### config.mk
export PLATFORM = sky130hd
export DESIGN_NAME = fetch_prefetch
export DESIGN_NICKNAME = d
export VERILOG_FILES = /design/src/rtl/fetch_pkg.sv /design/src/rtl/fetch_fifo.sv /design/src/rtl/fetch_prefetch.sv
export SDC_FILE = /design/constraint.sdc
export NUM_CORES = 1
export LEC_CHECK = 0
export CAP_MARGIN = 15
export CORE_MARGIN = 5
export CORE_UTILIZATION = 30
export CTS_BUF_LIST = sky130_fd_sc_hd__clkbuf_16
export DETAILED_ROUTE_END_ITERATION = 16
export MAX_ROUTING_LAYER = met4
export SYNTH_ARGS = -nofsm -noshare
export SYNTH_HDL_FRONTEND = slang
export SYNTH_HIERARCHICAL = 1
export SYNTH_SLANG_ARGS = --single-unit
### constraint.sdc
create_clock -name clk -period 4.3 [get_ports clk]
set_input_delay 0.645 -clock clk [delete_from_list [all_inputs] [get_ports clk]]
set_output_delay 0.645 -clock clk [all_outputs]
set_load 0.02 [all_outputs]
### src/rtl/fetch_pkg.sv
// Shared types and constants for the instruction-fetch front end.
package fetch_pkg;

  localparam int XLEN = 32;
  localparam logic [XLEN-1:0] PC_INCR = 32'd4;

  typedef enum logic [1:0] {
    IDLE    = 2'd0,
    WAIT    = 2'd1,
    DISCARD = 2'd2
  } fetch_state_e;

  typedef struct packed {
    logic [XLEN-1:0] pc;
    logic [XLEN-1:0] instr;
  } fetch_entry_t;

  function automatic logic [XLEN-1:0] align_word(input logic [XLEN-1:0] a);
    return {a[XLEN-1:2], 2'b00};
  endfunction

endpackage

### src/rtl/fetch_fifo.sv
// Synchronous show-ahead FIFO; head is registered, so a push into an empty
// FIFO becomes visible the following cycle. Flush wins over push and pop.
module fetch_fifo #(
  parameter int DEPTH = 4,
  parameter int WIDTH = 64
) (
  input  logic                     clk,
  input  logic                     rst,
  input  logic                     push,
  input  logic [WIDTH-1:0]         push_dat,
  input  logic                     pop,
  input  logic                     flush,
  output logic [WIDTH-1:0]         head_dat,
  output logic                     full,
  output logic                     empty,
  output logic [$clog2(DEPTH):0]   count
);

  localparam int AW = $clog2(DEPTH);

  logic [WIDTH-1:0] mem_q [DEPTH];
  logic [AW-1:0]    wr_ptr_q, rd_ptr_q;
  logic [AW:0]      count_q;
  logic             do_push, do_pop;

  assign full     = (count_q == (AW+1)'(DEPTH));
  assign empty    = (count_q == '0);
  assign count    = count_q;
  assign head_dat = mem_q[rd_ptr_q];
  assign do_push  = push & ~full;
  assign do_pop   = pop & ~empty;

  always_ff @(posedge clk) begin
    if (rst || flush) begin
      wr_ptr_q <= '0;
      rd_ptr_q <= '0;
      count_q  <= '0;
    end else begin
      // Pointers are AW bits wide, so they wrap modulo DEPTH on their own.
      if (do_push) wr_ptr_q <= wr_ptr_q + AW'(1);
      if (do_pop)  rd_ptr_q <= rd_ptr_q + AW'(1);
      case ({do_push, do_pop})
        2'b10:   count_q <= count_q + (AW+1)'(1);
        2'b01:   count_q <= count_q - (AW+1)'(1);
        default: count_q <= count_q;
      endcase
    end
  end

  always_ff @(posedge clk) begin
    if (do_push && !(rst || flush)) mem_q[wr_ptr_q] <= push_dat;
  end

endmodule

### src/rtl/fetch_prefetch.sv
// Fetch front end: one outstanding request to a variable-latency memory,
// words buffered in a show-ahead FIFO; redirect flushes and restarts fetch.
module fetch_prefetch
  import fetch_pkg::*;
#(
  parameter int          DEPTH    = 4,
  parameter logic [31:0] RESET_PC = 32'h0000_0000
) (
  input  logic        clk,
  input  logic        rst,
  output logic        mem_req,
  output logic [31:0] mem_addr,
  input  logic        mem_ack,
  input  logic [31:0] mem_rdata,
  output logic        instr_valid,
  output logic [31:0] instr_out,
  output logic [31:0] instr_pc,
  input  logic        instr_ready,
  input  logic        redirect,
  input  logic [31:0] redirect_pc
);

  localparam int CW = $clog2(DEPTH) + 1;

  fetch_state_e   state_q, state_d;
  logic [31:0]    fetch_pc_q, fetch_pc_d;
  logic [31:0]    req_addr_q, req_addr_d;
  logic [31:0]    rpc;
  logic [CW-1:0]  count;
  logic           full, empty;
  logic           push, pop, flush;
  logic           room_after;
  fetch_entry_t   head, push_ent;

  assign rpc  = align_word(redirect_pc);
  assign pop  = instr_valid & instr_ready;
  // A same-cycle pop always leaves room; otherwise the push must not fill the FIFO.
  assign room_after = pop || (int'(count) < DEPTH - 1);
  assign push_ent = '{pc: req_addr_q, instr: mem_rdata};

  always_ff @(posedge clk) begin
    if (rst) begin
      state_q    <= IDLE;
      fetch_pc_q <= RESET_PC;
      req_addr_q <= RESET_PC;
    end else begin
      state_q    <= state_d;
      fetch_pc_q <= fetch_pc_d;
      req_addr_q <= req_addr_d;
    end
  end

  always_comb begin
    state_d    = state_q;
    fetch_pc_d = fetch_pc_q;
    req_addr_d = req_addr_q;
    case (state_q)
      IDLE: begin
        if (redirect) begin
          fetch_pc_d = rpc;
          req_addr_d = rpc;
          state_d    = WAIT;
        end else if (!full) begin
          req_addr_d = fetch_pc_q;
          state_d    = WAIT;
        end
      end
      WAIT: begin
        if (redirect) begin
          fetch_pc_d = rpc;
          if (mem_ack) begin
            req_addr_d = rpc;
            state_d    = WAIT;
          end else begin
            state_d    = DISCARD;
          end
        end else if (mem_ack) begin
          fetch_pc_d = fetch_pc_q + PC_INCR;
          if (room_after) req_addr_d = fetch_pc_q + PC_INCR;
          else            state_d    = IDLE;
        end
      end
      DISCARD: begin
        // The stale request stays on the bus until the memory retires it.
        if (redirect) fetch_pc_d = rpc;
        if (mem_ack) begin
          req_addr_d = redirect ? rpc : fetch_pc_q;
          state_d    = WAIT;
        end
      end
      default: state_d = IDLE;
    endcase
  end

  always_comb begin
    mem_req = (state_q == WAIT) || (state_q == DISCARD);
    push    = (state_q == WAIT) && mem_ack && !redirect;
    flush   = redirect;
  end

  assign mem_addr = req_addr_q;

  fetch_fifo #(
    .DEPTH (DEPTH),
    .WIDTH (2 * XLEN)
  ) u_fifo (
    .clk      (clk),
    .rst      (rst),
    .push     (push),
    .push_dat (push_ent),
    .pop      (pop),
    .flush    (flush),
    .head_dat (head),
    .full     (full),
    .empty    (empty),
    .count    (count)
  );

  assign instr_valid = ~empty;
  assign instr_out   = empty ? 32'd0 : head.instr;
  assign instr_pc    = empty ? 32'd0 : head.pc;

endmodule

==> qor.txt, run 1 <==
=====================================================================================
Status                                                                   complete, no violations
Pin count of the biggest net entering global routing                               48
Worst skew pair latency                                                       0.53 ns
Cell leakage power                                                            5.64 nW
1st-iter DRT viols                                                                698
Worst hold-check path type                                               flop to flop
Final-report setup violation count                                                  0
Tot GR Track Use                                                                14.9%
RSZ-0062 raised after global routing                                            false
Remaining design rule violation count                                               0
Overflow after GRT                                                                  0
Syn nets                                                                        1,092
Count of hold-fix buffers inserted at cts                                           0
Cell chosen for the clock root                                              clkbuf_16
Initial antenna violation count                                                     4
Post-layout minimum cycle time                                                3.49 ns
TritonCTS Buffers                                                                  36
Highest clock frequency the design can meet                                 0.286 GHz
Slack of the worst reg-to-reg path                                            1.20 ns
Most frequent standard cell in the layout excluding fill and tap cells       edfxtp_1
Worst vdd ir                                                                   191 uV
Delay of the slowest cell on the worst path                                   0.69 ns
Routed WL per cell                                                            21.7 um
Number of primary I/O pins                                                        167
P per Cell Area                                                            402 nW/um2
Actual slew at the worst max-slew pin                                        0.924 ns
Buffers from clock root to sink, at most                                            3
Ratio of final minimum period to clock period                                   81.2%
Final cell count without fillers                                                1,811
Via count of the first global-routing pass                                      9,289
Number of clock sinks seen by CTS                                                 331
Classification of the worst setup path                                   flop to output pin
Critical path fanouts, max                                                         24
Slowest CP cell                                                               dfxtp_4
Setup Slack @ Placement                                                       1.08 ns
Post-synthesis instance area                                               14,400 um2
Unique cell type count in the Yosys netlist                                        75
Global placer's final weighted congestion                                       0.906
Critical Path, Cell by Cell                                              buf_12 > mux4_2 > nor2b_1 > clkdlybuf4s50_1
Tightest slew margin relative to the limit                                      38.2%
Count of mapped cells out of synthesis                                          1,012
Final count of pins violating max slew                                              0
Sequential-to-total area share from yosys stat                                  63.8%
Fin Setup TNS                                                                    0 ns
Clock Pin Slew Worst Setup and Hold Paths                                     0.06 ns
Count of input and output buffers                                                 164
Global-route wire length before repair                                      59,100 um
Detailed Routing Iterations Pass 1                                                  5
Die X                                                                          229 um
Crit. End Element                                                          output pin
Required time reported for the critical path endpoint                         3.65 ns
Worst path top cell family by delay                                      buffers and inverters
Estimated wirelength of the detail-placed design                            25,800 um
Share of synthesized flip-flops with an asynchronous set or reset                  0%
Clock tree from TritonCTS                                                         yes
Synthesis Warnings                                                                  6
Final wirelength                                                            39,400 um
Final critical-path setup slack                                              0.808 ns
Overall die height                                                             229 um
Hold Vio Cnt, Final                                                                 0
Proportion of layout cells with a drive suffix above 1                          13.8%
Most frequent cells in the layout                                        256 x edfxtp_1, 163 x clkdlybuf4s50_1, 73 x dfxtp_1, 66 x nor2b_1, 64 x mux4_2
Clk_skew                                                                    0.0223 ns
H-Tree Depth                                                                        2
# nets final                                                                    1,244
Layout overhead on the synthesized area                                         24.5%
Remaining antenna violation count                                                   0
Vias after detailed routing                                                     9,316
Starting density of the core                                                    30.2%
Sum of buffers and inverters on the critical path                                   2
Arrival time of the worst setup path                                          2.85 ns
Number of synthesized flops with an enable pin                                    256
Placement row count                                                                80
Number of buffers inserted by post-CTS setup repair                                 0
Most used DFF post-synth                                                     edfxtp_1
Via count normalized by instance count                                           5.14
Total of flip-flops plus latches after synthesis                                  331
Overall Power                                                               0.00721 W
Mean instance size in the synthesized netlist                                14.2 um2
CP startpoint kind                                                               flop
Total of max-cap violations                                                         0
Number of gates resized after CTS                                                   0
Die Area                                                                   52,500 um2
Core footprint                                                             47,600 um2
Cell count after placement                                                      1,741
=====================================================================================
cell type report:
cell class / instances / area, um2
Clock inverter: 29 / 241
Inverter: 22 / 82.6
Tap cell: 615 / 769
Multi-Input combinational cell: 587 / 4800
Fill cell: 4541 / 29700
Clock buffer: 37 / 926
Antenna cell: 4 / 10.0
Timing Repair Buffer: 186 / 1900
Sequential cell: 331 / 9200
power breakdown:
group / switching, W / internal, W
logic: 0.000306 / 0.000225
clock network: 0.00126 / 0.00181
registers: 0.0000953 / 0.00352
through the flow:
step           util [%]  hold slack [ns]  instance area (um2)
2_1_floorplan         -            0.443                14400
3_3_place_gp       35.2            0.468                16700
3_5_place_dp       35.2            0.466                16700
4_1_cts            37.6            0.482                17900
5_1_grt            37.6            0.499                17900
6_report           37.6            0.482                17900
Yosys cell counts, types with 10 or more instances:
| cell type | number | share of area, % |
|---|---|---|
| nand4_1 | 23 | 1.0 |
| o21ai_0 | 24 | 0.83 |
| dfxtp_1 | 75 | 10 |
| and3_1 | 17 | 0.74 |
| a32o_1 | 11 | 0.76 |
| xor2_1 | 12 | 0.73 |
| nand2b_1 | 20 | 0.87 |
| nand2_1 | 50 | 1.3 |
| nor2b_1 | 66 | 2.9 |
| a21oi_1 | 36 | 1.3 |
| buf_4 | 10 | 0.52 |
| ha_1 | 10 | 0.87 |
| inv_1 | 20 | 0.52 |
| nand3_1 | 49 | 1.7 |
| nor3_1 | 17 | 0.59 |
| mux4_2 | 64 | 10 |
| clkbuf_1 | 24 | 0.63 |
| xnor2_1 | 10 | 0.61 |
| buf_2 | 26 | 0.90 |
| nor2_1 | 36 | 0.94 |
| edfxtp_1 | 256 | 53 |
worst paths after layout:
check | from | to | depth (start not counted)
setup / recovery | flop | instr_pc[13] | 4
hold / removal | u_fifo/rd_ptr_q[1] | flop | 2
setup reg to reg | state_q[1] | mem_addr[4] | 7
hold reg to reg | u_fifo/rd_ptr_q[1] | flop | 2
logic make-up after synthesis:
kind of cell	after synthesis	share of synthesized area, %
AOI/OAI and AO/OA	155	7.28
xor gates and xnor gates	22	1.34
adders and majority gates	11	1.01
buffers and inverters	94	3.01
DFF	331	63.8
muxes	67	10.2
and+or+nand+nor	332	13.3
layer usage:
metal | up-vias | global-route usage [%] | part of all wire (%)
li1 | 4249 | - | -
met1 | 4723 | 19.3 | 44
met2 | 283 | 23.8 | 48
met3 | 61 | 3.43 | 6.2
met4 | 0 | 4.02 | 2.4
met5 | - | - | 0
worst reg2reg max path, cell delays in order, from the launching register on:
cell      delay, ns
dfxtp_1        0.39
inv_1          0.09
ha_1           0.49
nand2b_1       0.44
o2111a_1       0.54
and2_1         0.63
o211ai_1       0.25
a21oi_1        0.20
flip-flops by register name (all words and copies together) (netlist names), named ones only:
register         count
u_fifo/count         3
u_fifo/rd_ptr_q      2
fetch_pc_q          32
mem_addr            32
u_fifo/wr_ptr_q      2
state_q              2
u_fifo/mem_q       256
Note: power is estimated with default switching activity, not from simulation.
==> run 2: changes to the inputs <==
==> constraint.sdc (replaced) <==
create_clock -name clk -period 3.31 [get_ports clk]
set_input_delay 0.4965 -clock clk [delete_from_list [all_inputs] [get_ports clk]]
set_output_delay 0.4965 -clock clk [all_outputs]
set_load 0.02 [all_outputs]
==> run 2 against run 1 <==
Sequential share of layout area shrank 0.24 points. Design area rose by 0.47%. Setup slack worse by 0.51 ns. Sequential power rose by 30%. Wire length down 1.3%. Worst hold slack lost 0.013 ns. Via count is 0.76% lower. Cell count up 0.66%. Largest cell class unchanged. First-iteration DRC count shrank 4.4%. Clock skew fell by 0.0013 ns. Flip-flop and latch count unchanged.
==> qor.txt, run 2 (synthesized netlist as in run 1, its figures left out) <==
=====================================================================================
Status                                                                   complete, no violations
Overall Power                                                               0.00921 W   +28%
Starting density of the core                                                    30.2%   unchanged
Via count normalized by instance count                                           5.07   -1.4%
Critical path fanouts, max                                                         45   +88%
Final-report setup violation count                                                  0   unchanged
Final wirelength                                                            38,800 um   -1.3%
Number of flip-flops under the largest register name                              256   unchanged
Initial antenna violation count                                                     5   +1
P per Cell Area                                                            511 nW/um2   +27%
Clock Pin Slew Worst Setup and Hold Paths                                     0.06 ns   about the same
Number of buffers inserted by post-CTS setup repair                                 0   unchanged
Layout overhead on the synthesized area                                         25.1%
Number of primary I/O pins                                                        167   unchanged
Core footprint                                                             47,600 um2   unchanged
Share of total power in combinational logic                                      7.7%   +0.3 points
Overflow after GRT                                                                  0   unchanged
Hold Vio Cnt, Final                                                                 0   unchanged
Buffers from clock root to sink, at most                                            3   unchanged
CP startpoint kind                                                               flop
H-Tree Depth                                                                        2   unchanged
Global-route wire length before repair                                      58,600 um   -0.84%
Final-layout fill cell count                                                    4,528   -0.29%
Power share of the clock group                                                  41.3%   -1.2 points
RSZ-0062 raised after global routing                                            false
Ratio of final minimum period to clock period                                   90.9%
Cell leakage power                                                            5.68 nW   +0.66%
Proportion of layout cells with a drive suffix above 1                          14.6%   +0.79 points
# nets final                                                                    1,258   +1.1%
Top register by number of flip-flops                                     u_fifo/mem_q
Number of gates resized after CTS                                                   0   unchanged
Final count of pins violating max slew                                              0   unchanged
Tot GR Track Use                                                                14.8%   -0.18 points
Highest clock frequency the design can meet                                 0.332 GHz
Post-layout minimum cycle time                                                3.01 ns
Most frequent cells in the layout                                        256 x edfxtp_1, 163 x clkdlybuf4s50_1, 73 x dfxtp_1, 66 x nor2b_1, 64 x mux4_2
1st-iter DRT viols                                                                667   -4.4%
Worst vdd ir                                                                   235 uV   +23%
Most frequent standard cell in the layout excluding fill and tap cells       edfxtp_1
Count of input and output buffers                                                 164   unchanged
Path depth of the worst reg2reg path                                               12   +5
Die X                                                                          229 um   unchanged
Slack of the worst reg-to-reg path                                            0.60 ns   -0.60 ns
Global placer's final weighted congestion                                       0.909   +0.35%
Placement row count                                                                80   unchanged
Required time reported for the critical path endpoint                         2.81 ns   -0.84 ns
TritonCTS Buffers                                                                  36   unchanged
Worst skew pair latency                                                       0.51 ns   -0.02 ns
Overall die height                                                             229 um   unchanged
Reg-to-Reg Start                                                           state_q[1]
Vias after detailed routing                                                     9,245   -0.76%
Worst hold-check path type                                               flop to flop
Count of hold-fix buffers inserted at cts                                           0   unchanged
Crit. End Element                                                          output pin
Actual slew at the worst max-slew pin                                        0.809 ns   -0.115 ns
Classification of the worst setup path                                   flop to output pin
Via count of the first global-routing pass                                      9,278   -0.12%
Startpoint of the lowest-slack hold path                                 u_fifo/rd_ptr_q[1]
Fin Setup TNS                                                                    0 ns   unchanged
Reported net switching power                                                0.00208 W   +25%
Power Internal                                                              0.00713 W   +28%
Arrival time of the worst setup path                                          2.51 ns   -0.34 ns
Endpoint of the worst-slack reg-to-reg timing path                       u_fifo/count[2]
Clk_skew                                                                    0.0210 ns   -0.00126 ns
Net Sw Frac                                                                     22.6%   -0.46 points
Remaining design rule violation count                                               0   unchanged
Hold path depth                                                                     2   unchanged
Remaining antenna violation count                                                   0   unchanged
Cell chosen for the clock root                                              clkbuf_16
Routed WL per cell                                                            21.3 um   -1.9%
Share of power burned in registers                                              50.9%   +0.8 points
Tightest slew margin relative to the limit                                      46.1%   +7.9 points
Number of clock sinks seen by CTS                                                 331   unchanged
Detailed Routing Iterations Pass 1                                                  5   unchanged
Estimated wirelength of the detail-placed design                            26,100 um   +1.3%
Pin count of the biggest net entering global routing                               63   +31%
Total of max-cap violations                                                         0   unchanged
Clock tree from TritonCTS                                                         yes
Die Area                                                                   52,500 um2   unchanged
=====================================================================================
==> run 2: per-stage QoR <==
stage / std cells / hold WS [ns] / area, um2 / utilization (%) / setup WS [ns]
2_1_floorplan: 1012 / 0.443 / 14400 / - / 0.129
3_3_place_gp: 1755 / 0.465 / 16900 / 35.4 / 0.589
3_5_place_dp: 1755 / 0.466 / 16900 / 35.4 / 0.566
4_1_cts: 1818 / 0.474 / 18000 / 37.8 / 0.202
5_1_grt: 1823 / 0.491 / 18000 / 37.8 / 0.0998
6_report: 1823 / 0.469 / 18000 / 37.8 / 0.302
==> run 2: critical path, stage by stage (launching register included) <==
cell and delay (ns):
dfxtp_1 0.35, nor3_2 0.29, buf_4 0.58, nor2b_1 0.18, clkdlybuf4s50_1 0.58
==> run 2: layout make-up <==
class / count / area [um2] / area share (%)
Antenna cell: 5 / 12.5 / 0.0695
Clock buffer: 37 / 926 / 5.14
Clock inverter: 26 / 193 / 1.07
Inverter: 22 / 82.6 / 0.459
Multi-Input combinational cell: 587 / 4800 / 26.6
Sequential cell: 331 / 9200 / 51.1
Tap cell: 615 / 769 / 4.27
Timing Repair Buffer: 200 / 2030 / 11.3
==> run 2: power by group through the flow <==
stage	clock network [W]	logic (W)	registers (W)
2_1_floorplan	0	0.000350	0.00477
3_5_place_dp	0	0.000715	0.00478
6_report	0.00380	0.000713	0.00469
3_3_place_gp	0	0.000709	0.00477
4_1_cts	0.00393	0.000718	0.00469
5_1_grt	0.00411	0.000766	0.00471
==> run 2: metal layers <==
layer	global-route usage [%]	share of wire, %	up-vias
met3	3.42	6.6	67
met4	4.47	3.0	0
met5	-	0	-
met2	23.1	47	307
met1	19.3	44	4618
li1	-	-	4253
==> run 2: worst max path at each step <==
stage | to | slack (ns) | startpoint | depth (start not counted)
final | instr_pc[18] | 0.30 | u_fifo/count[1] | 4
after global placement | u_fifo/count[2] | 0.59 | instr_ready | 10
after floorplan | u_fifo/mem_q[0][0] | 0.13 | state_q[1] | 7
after detailed placement | u_fifo/count[2] | 0.57 | instr_ready | 10
after global routing | instr_pc[13] | 0.1 | u_fifo/count[1] | 4
after CTS | instr_pc[18] | 0.20 | u_fifo/count[1] | 4
==> run 3: changes to the inputs <==
--- a/config.mk
+++ b/config.mk
@@ -6,6 +6,7 @@
 export NUM_CORES = 1
 export LEC_CHECK = 0
 export CAP_MARGIN = 15
+export CORE_ASPECT_RATIO = 0.6
 export CORE_MARGIN = 5
 export CORE_UTILIZATION = 30
 export CTS_BUF_LIST = sky130_fd_sc_hd__clkbuf_16
==> run 3 against run 2 <==
Flip-flop and latch count unchanged. Sequential power about the same. Total power down 4.5%. Cell count up 0.38%. Critical path depth unchanged. Design area down 1.0%. Critical path type unchanged.
==> qor.txt, run 3 (synthesized netlist as in run 1, its figures left out) <==
=====================================================================================
Global-route wire length before repair                                      61,400 um   +4.7%
Most frequent standard cell in the layout excluding fill and tap cells       edfxtp_1
Count of input and output buffers                                                 164   unchanged
Die X                                                                          293 um   +28%
Total of max-cap violations                                                         0   unchanged
Highest clock frequency the design can meet                                 0.321 GHz   -3.5%
Placement row count                                                                62   -23%
Worst skew pair latency                                                       0.58 ns   +0.07 ns
Status                                                                   complete, no violations
Core footprint                                                             47,600 um2   about the same
Number of gates resized after CTS                                                   0   unchanged
Top register by number of flip-flops                                     u_fifo/mem_q
Remaining antenna violation count                                                   0   unchanged
Required time reported for the critical path endpoint                         2.81 ns   about the same
Area post-placement                                                        16,900 um2   about the same
Cell leakage power                                                            5.56 nW   -2.1%
Pin count of the biggest net entering global routing                               63   unchanged
Final non-filler cell area                                                 17,800 um2   -1.0%
1st-iter DRT viols                                                                736   +10%
Estimated wirelength of the detail-placed design                            27,600 um   +5.5%
Ratio of final minimum period to clock period                                   94.2%   +3.3 points
Proportion of layout cells with a drive suffix above 1                          13.9%   -0.68 points
Final count of pins violating max slew                                              0   unchanged
TritonCTS Buffers                                                                  31   -14%
Global placer's final weighted congestion                                       0.924   +1.6%
Via count normalized by instance count                                           5.07   about the same
Critical Path, Cell by Cell                                              buf_12 > mux4_2 > nor2b_1 > clkdlybuf4s50_1
Arrival time of the worst setup path                                          2.62 ns   +0.11 ns
Delay of the slowest cell on the worst path                                   0.58 ns   about the same
Hold Vio Cnt, Final                                                                 0   unchanged
Number of clock sinks seen by CTS                                                 331   unchanged
Tightest slew margin relative to the limit                                      31.8%   -14 points
Number of flip-flops under the largest register name                              256   unchanged
Classification of the worst setup path                                   flop to output pin
Remaining design rule violation count                                               0   unchanged
Clock tree from TritonCTS                                                         yes
Worst vdd ir                                                                   307 uV   +31%
Actual slew at the worst max-slew pin                                         1.02 ns   +0.214 ns
Critical path fanouts, max                                                         47   +4.4%
Number of primary I/O pins                                                        167   unchanged
Layout overhead on the synthesized area                                         23.9%
Most frequent cells in the layout                                        256 x edfxtp_1, 163 x clkdlybuf4s50_1, 73 x dfxtp_1, 66 x nor2b_1, 64 x mux4_2
Routed WL per cell                                                            22.1 um   +3.6%
Detailed Routing Iterations Pass 1                                                  5   unchanged
P per Cell Area                                                            494 nW/um2   -3.5%
Overflow after GRT                                                                  0   unchanged
Number of buffers inserted by post-CTS setup repair                                 0   unchanged
Crit. End Element                                                          output pin
Buffers from clock root to sink, at most                                            3   unchanged
RSZ-0062 raised after global routing                                            false
Overall die height                                                             180 um   -22%
Via count of the first global-routing pass                                      9,564   +3.1%
Fin Setup TNS                                                                    0 ns   unchanged
Clk_skew                                                                    0.0371 ns   +0.0161 ns
Worst hold-check path type                                               flop to flop
Final-report setup violation count                                                  0   unchanged
Tot GR Track Use                                                                15.5%   +0.75 points
Cell count after placement                                                      1,774   +1.1%
Vias after detailed routing                                                     9,274   +0.31%
Slowest CP cell                                                          clkdlybuf4s50_1
Starting density of the core                                                    30.2%   about the same
Count of hold-fix buffers inserted at cts                                           0   unchanged
# nets final                                                                    1,247   -0.87%
Clock Pin Slew Worst Setup and Hold Paths                                     0.07 ns   about the same
Post-layout minimum cycle time                                                3.12 ns   +0.110 ns
Initial antenna violation count                                                     1   -4
Final cell count without fillers                                                1,830   +0.38%
Cell chosen for the clock root                                              clkbuf_16
Final wirelength                                                            40,400 um   +4.0%
Die Area                                                                   52,600 um2   +0.27%
Final antenna diode count                                                           0   -5
H-Tree Depth                                                                        1   -1
CP startpoint kind                                                               flop
=====================================================================================
run 3: cell types whose count changed in the layout (fill, tap and decap cells not counted):
cell | previous run | this run
clkbuf_16 | 37 | 31
clkinvlp_2 | 0 | 1
buf_4 | 26 | 18
diode_2 | 5 | 0
bufinv_16 | 3 | 2
clkinv_2 | 3 | 5
inv_4 | 0 | 1
inv_1 | 27 | 25
buf_12 | 10 | 12
clkinv_4 | 1 | 0
clkinv_1 | 10 | 9
run 3: through the flow:
| stage | worst slack (ns) | util, % | hold WS (ns) | total power, W |
|---|---|---|---|---|
| after CTS | 0.111 | 37.4 | 0.490 | 0.00891 |
| after global routing | 0.0221 | 37.4 | 0.510 | 0.00916 |
| after global placement | 0.535 | 35.5 | 0.470 | 0.00549 |
| after floorplan | 0.129 | - | 0.443 | 0.00512 |
| final | 0.192 | 37.4 | 0.479 | 0.00880 |
| after detailed placement | 0.507 | 35.5 | 0.473 | 0.00550 |
run 3: cell type report:
cell class | count | area, um2
Clock buffer | 31 | 776
Tap cell | 640 | 801
Timing Repair Buffer | 194 | 2010
Inverter | 22 | 82.6
Fill cell | 4578 | 29800
Clock inverter | 25 | 164
Sequential cell | 331 | 9200
Multi-Input combinational cell | 587 | 4800
run 3: worst max-delay path, delay by kind of cell, from the launching register on:
| kind | cells | cell delay (ns) |
|---|---|---|
| buffers and inverters | 2 | 0.90 |
| multiplexers | 1 | 0.56 |
| flip-flops | 1 | 0.37 |
| AND/OR/NAND/NOR | 1 | 0.17 |
run 3: per-layer routing:
metal  vias to the layer above  wire length (um)  global-route usage, %
li1                       4239                 -                      -
met3                        54              3700                   4.70
met2                       347             17300                   22.4
met1                      4634             18600                   21.9
met4                         0               841                   2.99
met5                         -                 0                      -
run 3: final timing paths:
check	start	to	slack, ns	cells past startpoint
worst max-delay path	flop	instr_out[2]	0.19	4
worst min-delay path	fetch_pc_q[1]	mem_addr[1]	0.48	2
worst max register to register	state_q[1]	u_fifo/count[2]	0.60	12
worst min register to register	fetch_pc_q[1]	mem_addr[1]	0.48	2
run 3: power by group:
| group | internal, W | leakage (nW) | switching [W] |
|---|---|---|---|
| Clock | 0.00185 | 0.475 | 0.00154 |
| Combinational | 0.000304 | 2.17 | 0.000411 |
| Sequential | 0.00457 | 2.92 | 0.000135 |
| Total | 0.00672 | 5.56 | 0.00208 |
